$ cat config.mk
export PLATFORM = sky130hd
export DESIGN_NAME = step_bcd_seq
export DESIGN_NICKNAME = d
export VERILOG_FILES = /design/src/rtl/step_bcd_seq.sv
export SDC_FILE = /design/constraint.sdc
export NUM_CORES = 1
export LEC_CHECK = 0
export ABC_AREA = 1
export CAP_MARGIN = 20
export CORE_MARGIN = 3
export CORE_UTILIZATION = 40
export CTS_BUF_LIST = sky130_fd_sc_hd__clkbuf_16
export CTS_CLUSTER_DIAMETER = 60
export CTS_CLUSTER_SIZE = 8
export DETAILED_ROUTE_END_ITERATION = 6
export PLACE_DENSITY = 0.6
export SETUP_SLACK_MARGIN = 0.05
export SKIP_CTS_REPAIR_TIMING = 1
export SLEW_MARGIN = 5
export SYNTH_ARGS = -nofsm -noshare
export SYNTH_HDL_FRONTEND = slang
export SYNTH_SLANG_ARGS = --single-unit
$ cat constraint.sdc
create_clock -name clk -period 7 [get_ports clk]
set_input_delay 1.4 -clock clk [delete_from_list [all_inputs] [get_ports clk]]
set_output_delay 1.4 -clock clk [all_outputs]
set_load 0.05 [all_outputs]
$ cat src/rtl/step_bcd_seq.sv
// Sequential binary-to-BCD converter for the step / target-step text renderer.
// Optional build macro: LEADING_BLANK_EN (suppress leading zero digits as 4'hF).
module step_bcd_seq #(
    parameter int WIDTH = 8
) (
    input  logic             clk,
    input  logic             rst,
    input  logic [WIDTH-1:0] step,
    input  logic [WIDTH-1:0] step_exp,
    output logic [3:0]       hundred,
    output logic [3:0]       ten,
    output logic [3:0]       one,
    output logic [3:0]       hundred_exp,
    output logic [3:0]       ten_exp,
    output logic [3:0]       one_exp,
    output logic             busy,
    output logic             upd
);

    localparam int CW = (WIDTH > 1) ? $clog2(WIDTH) : 1;

    typedef enum logic [1:0] {
        IDLE  = 2'd0,
        SHIFT = 2'd1,
        DONE  = 2'd2
    } state_t;

    state_t           state, state_next;
    logic [WIDTH-1:0] last_s, last_e;
    logic [WIDTH-1:0] lat_s, lat_e;
    logic [WIDTH-1:0] bin_s, bin_e;
    logic [11:0]      scr_s, scr_e;
    logic [11:0]      adj_s, adj_e;
    logic [11:0]      dig_s, dig_e;
    logic             ovf_s, ovf_e;
    logic [CW-1:0]    cnt;
    logic             start;
    logic             last_bit;

    // Double-dabble correction: any BCD digit >= 5 gets +3 before the shift.
    function automatic logic [11:0] dabble_adj(input logic [11:0] s);
        logic [11:0] r;
        r = s;
        for (int d = 0; d < 3; d++) begin
            if (s[4*d +: 4] >= 4'd5) r[4*d +: 4] = s[4*d +: 4] + 4'd3;
        end
        return r;
    endfunction

    function automatic logic [11:0] render(input logic [11:0] s, input logic ovf);
        logic [11:0] r;
        r = s;
        if (ovf) r = 12'hFFF;
`ifdef LEADING_BLANK_EN
        else if (s[11:8] == 4'd0) begin
            r[11:8] = 4'hF;
            if (s[7:4] == 4'd0) r[7:4] = 4'hF;
        end
`endif
        return r;
    endfunction

    assign start    = {step, step_exp} != {last_s, last_e};
    assign last_bit = (cnt == CW'(WIDTH - 1));
    assign adj_s    = dabble_adj(scr_s);
    assign adj_e    = dabble_adj(scr_e);

    always_comb begin
        state_next = state;
        case (state)
            IDLE:    if (start) state_next = SHIFT;
            SHIFT:   if (last_bit) state_next = DONE;
            DONE:    state_next = IDLE;
            default: state_next = IDLE;
        endcase
    end

    always_ff @(posedge clk or posedge rst) begin
        if (rst) state <= IDLE;
        else     state <= state_next;
    end

    always_ff @(posedge clk or posedge rst) begin
        if (rst) begin
            last_s <= '0;
            last_e <= '0;
            lat_s  <= '0;
            lat_e  <= '0;
            bin_s  <= '0;
            bin_e  <= '0;
            scr_s  <= '0;
            scr_e  <= '0;
            ovf_s  <= 1'b0;
            ovf_e  <= 1'b0;
            cnt    <= '0;
            dig_s  <= '0;
            dig_e  <= '0;
            busy   <= 1'b0;
            upd    <= 1'b0;
        end else begin
            upd <= 1'b0;
            case (state)
                IDLE: begin
                    if (start) begin
                        lat_s <= step;
                        lat_e <= step_exp;
                        bin_s <= step;
                        bin_e <= step_exp;
                        scr_s <= '0;
                        scr_e <= '0;
                        ovf_s <= 1'b0;
                        ovf_e <= 1'b0;
                        cnt   <= '0;
                        busy  <= 1'b1;
                    end
                end
                SHIFT: begin
                    // A 1 leaving the hundreds digit means the value exceeded 999.
                    scr_s <= {adj_s[10:0], bin_s[WIDTH-1]};
                    scr_e <= {adj_e[10:0], bin_e[WIDTH-1]};
                    bin_s <= bin_s << 1;
                    bin_e <= bin_e << 1;
                    ovf_s <= ovf_s | adj_s[11];
                    ovf_e <= ovf_e | adj_e[11];
                    cnt   <= cnt + CW'(1);
                end
                DONE: begin
                    dig_s  <= render(scr_s, ovf_s);
                    dig_e  <= render(scr_e, ovf_e);
                    last_s <= lat_s;
                    last_e <= lat_e;
                    busy   <= 1'b0;
                    upd    <= 1'b1;
                end
                default: ;
            endcase
        end
    end

    assign hundred     = dig_s[11:8];
    assign ten         = dig_s[7:4];
    assign one         = dig_s[3:0];
    assign hundred_exp = dig_e[11:8];
    assign ten_exp     = dig_e[7:4];
    assign one_exp     = dig_e[3:0];

endmodule

==> impl_metrics.py <==
metrics = {
    "floorplan": {
        "die-width_um": 118,
        "rows": 40,
        "die_y_um": 118,
        "dieArea_mm2": 0.0140,
        "ios": 44,
        "core_area_mm2": 0.0122,
        "initial_core_util": 0.415,
    },
    "route": {
        "routed_wl_um": 10000,
        "avgViaCountPerCell": 4.83,
        "ant_nets": 0,
        "drc": 0,
        "dr.pass1.iters": 5,
        "num_vias": 4067,
        "wire_per_inst_um": 11.9,
        "drtIter0Drc": 258,
    },
    "cells_and_area": {
        "nFillCells": 1165,
        "nets": 701,
        "antenna_cells": 0,
        "final_area_mm2": 0.00587,
        "drive_above_1_share": 0.0401,
        "area_growth_pct": 16.4,
    },
    "clock_network": {
        "root_buffer": "clkbuf_16",
        "cts.sinks": 105,
        "cts_tree": "done",
        "path_clk_slew_ps": 70,
        "cts_max_level": 3,
        "insertion_delay_ps": 340,
        "cts_made_buffers": 9,
        "clock_tree.buffer_depth": 2,
    },
    "global_routing": {
        "grt_busiest_layer": "met2",
        "grt_pass1_vias": 3948,
        "grt_overflow": 0,
        "antenna_found_initial": 0,
        "grt_util_met2": 0.252,
        "grt_max_degree": 65,
        "grtUsageMet1": 0.196,
        "grt_pass1_wl_um": 17800,
        "grtUsageTotal": 0.151,
        "use_met3": 0.0378,
    },
    "power": {
        "seq_power_share": 0.379,
        "leakage_nw": 2.96,
        "p_sw_frac": 0.443,
        "p_int_mw": 1.64,
        "power_density_mw_per_mm2": 503,
        "p_comb_frac": 0.450,
        "p_clk_frac": 0.171,
        "p_switching_mw": 1.31,
        "ir_drop_v": 0.000199,
    },
    "worst_setup_path": {
        "r2r_start": "state[0]",
        "end_kind": "flip-flop",
        "cp_max_fo": 61,
        "critPathLaunch": "step[0]",
        "cp-start-kind": "primary input",
        "crit_path_cell_trace": "clkdlybuf4s50_1 > inv_1 > nand2_1 > nand2_1 > nor2_1 > nand2_1 > nor2_1 > nand2_1 > nand2_2 > buf_4 > o21ai_0",
        "critPathSlowestCell": "buf_4",
        "path_class": "in -> reg",
        "cpPeakStageDelay_ps": 580,
        "path_common_cell": "nand2_1",
        "worstPathRequired_ps": 7190,
        "cp.arrival_ps": 3580,
    },
    "logic_synthesis": {
        "syn_area_per_cell_um2": 7.88,
        "synth_area_leader_cell": "dfrtp_1",
        "synthTopCellsByArea": "dfrtp_1, nand2_1, o21ai_0",
        "yosys.area.top_type_share": 0.521,
        "yosysWarnings": 0,
        "ys_seq_elements": 105,
        "synth_nets": 672,
        "synth-seq-area-share": 0.521,
        "syn_area_mm2": 0.00504,
        "synth_cells": 640,
        "synth_cell_types": 20,
    },
    "timing": {
        "skew_ps": 8.52,
        "relSlewSlack": 0.319,
        "worstMarginPinSlew_ps": 1020,
        "final.min_clock_period_ps": 3390,
        "tns_ps": 0,
        "fmax_mhz": 295,
        "slew_violations": 0,
        "finalCritPeriodShare": 0.485,
        "setup_viol": 0,
        "hold_viol": 0,
        "rsz0062_at_grt": "no",
    },
    "min_path": {
        "hp-start": "lat_s[0]",
        "min_path_type": "reg -> reg",
    },
    "placed_design": {
        "portBuffers": 43,
        "post_dp_cell_area_mm2": 0.00558,
        "hpwl_um": 6520,
        "place_congestion": 0.827,
    },
    "status": {
        "status": "completed",
    },
    "job": {
        "maxCapViolations": 0,
    },
}
-- flip-flops by register name, summed over array words and instances (netlist names), 3 cells and up --
register	cells
lat_e	8
last_e	8
dig_s	12
bin_s	8
scr_e	12
bin_e	8
scr_s	12
dig_e	12
cnt	3
lat_s	8
last_s	8
-- path summary, 6_finish.rpt --
check / to / slack [ps] / depth (start not counted)
max: state[0] / 3610 / 11
min: lat_s[0] / 480 / 2
max reg2reg: bin_s[7] / 4740 / 7
min reg2reg: lat_s[0] / 480 / 2
max in group asynchronous: dig_e[7] / 4370 / 3
min in group asynchronous: lat_s[2] / 1480 / 2
-- worst max-delay path, delay by kind of cell --
family	cells	cell delay [ps]
AO/OA/AOI/OAI	1	190
buffers and inverters	3	1190
AND/OR/NAND/NOR	7	790
-- logic make-up (layout without fill, tap and decap cells) --
family / Yosys count / count (layout) / share of synthesized area
and+or+nand+nor: 312 / 312 / 0.248
AOI/OAI and AO/OA: 108 / 108 / 0.109
DFF: 105 / 105 / 0.521
buffers and inverters: 96 / 130 / 0.0786
adders and majority gates: 14 / 14 / 0.0347
xor gates and xnor gates: 5 / 5 / 0.00868
-- power by group through the flow --
stage	sequential (mW)	clock, mW	combinational (mW)
6_report	1.12	0.505	1.33
5_1_grt	1.17	0.544	1.53
4_1_cts	1.12	0.520	1.35
3_5_place_dp	1.13	0	1.34
3_3_place_gp	1.12	0	1.31
2_1_floorplan	1.30	0	0.826
-- synth_stat cells --
library cell and n:
o211ai_1 2, nand3_1 52, nor2_1 50, o21ai_0 92
dfrtp_1 105, nor3_1 2, xor2_1 5, nand2_1 203
buf_1 7, clkbuf_1 13, nand4_1 2, or2_2 1
inv_1 64, inv_2 3, a21oi_1 12, buf_2 5
buf_6 4, nand2_2 2, ha_1 14, o21a_1 2
-- layout make-up --
type / count / area (um^2) / share of cell area
clock buffers: 9 / 225 / 0.0384
flip-flops and latches: 105 / 2630 / 0.447
repair buffers: 47 / 460 / 0.0784
multi-input cells: 439 / 2020 / 0.345
inverters: 67 / 254 / 0.0433
well taps: 168 / 210 / 0.0358
clock inverters: 7 / 71.3 / 0.0121
-- cell usage in the layout (no fill, tap or decap), types with 2 or more instances in the layout --
| cell | n |
|---|---|
| nand2_1 | 203 |
| dfrtp_1 | 105 |
| o21ai_0 | 92 |
| inv_1 | 64 |
| nand3_1 | 52 |
| nor2_1 | 49 |
| clkdlybuf4s50_1 | 43 |
| ha_1 | 14 |
| a21oi_1 | 12 |
| clkbuf_16 | 9 |
| xor2_1 | 5 |
| buf_4 | 4 |
| inv_2 | 3 |
| nand2_2 | 2 |
| o211ai_1 | 2 |
| nand4_1 | 2 |
| nor3_1 | 2 |
| o21a_1 | 2 |
| clkinvlp_4 | 2 |
-- per-layer routing --
metal / vias up / share of wire
met5: - / 0
met4: 0 / 0.018
met3: 13 / 0.037
met2: 61 / 0.45
met1: 1917 / 0.49
li1: 2076 / -
-- per-stage QoR --
step | total power [mW] | hold slack (ps) | cells | worst slack, ps | util
after floorplan | 2.13 | 442 | 640 | 2840 | -
after global placement | 2.43 | 459 | 826 | 3240 | 0.458
after detailed placement | 2.47 | 465 | 826 | 3210 | 0.458
after CTS | 2.99 | 482 | 842 | 3570 | 0.483
after global routing | 3.24 | 501 | 842 | 3370 | 0.483
final | 2.95 | 477 | 842 | 3610 | 0.483
Note: power is estimated with default switching activity, not from simulation.
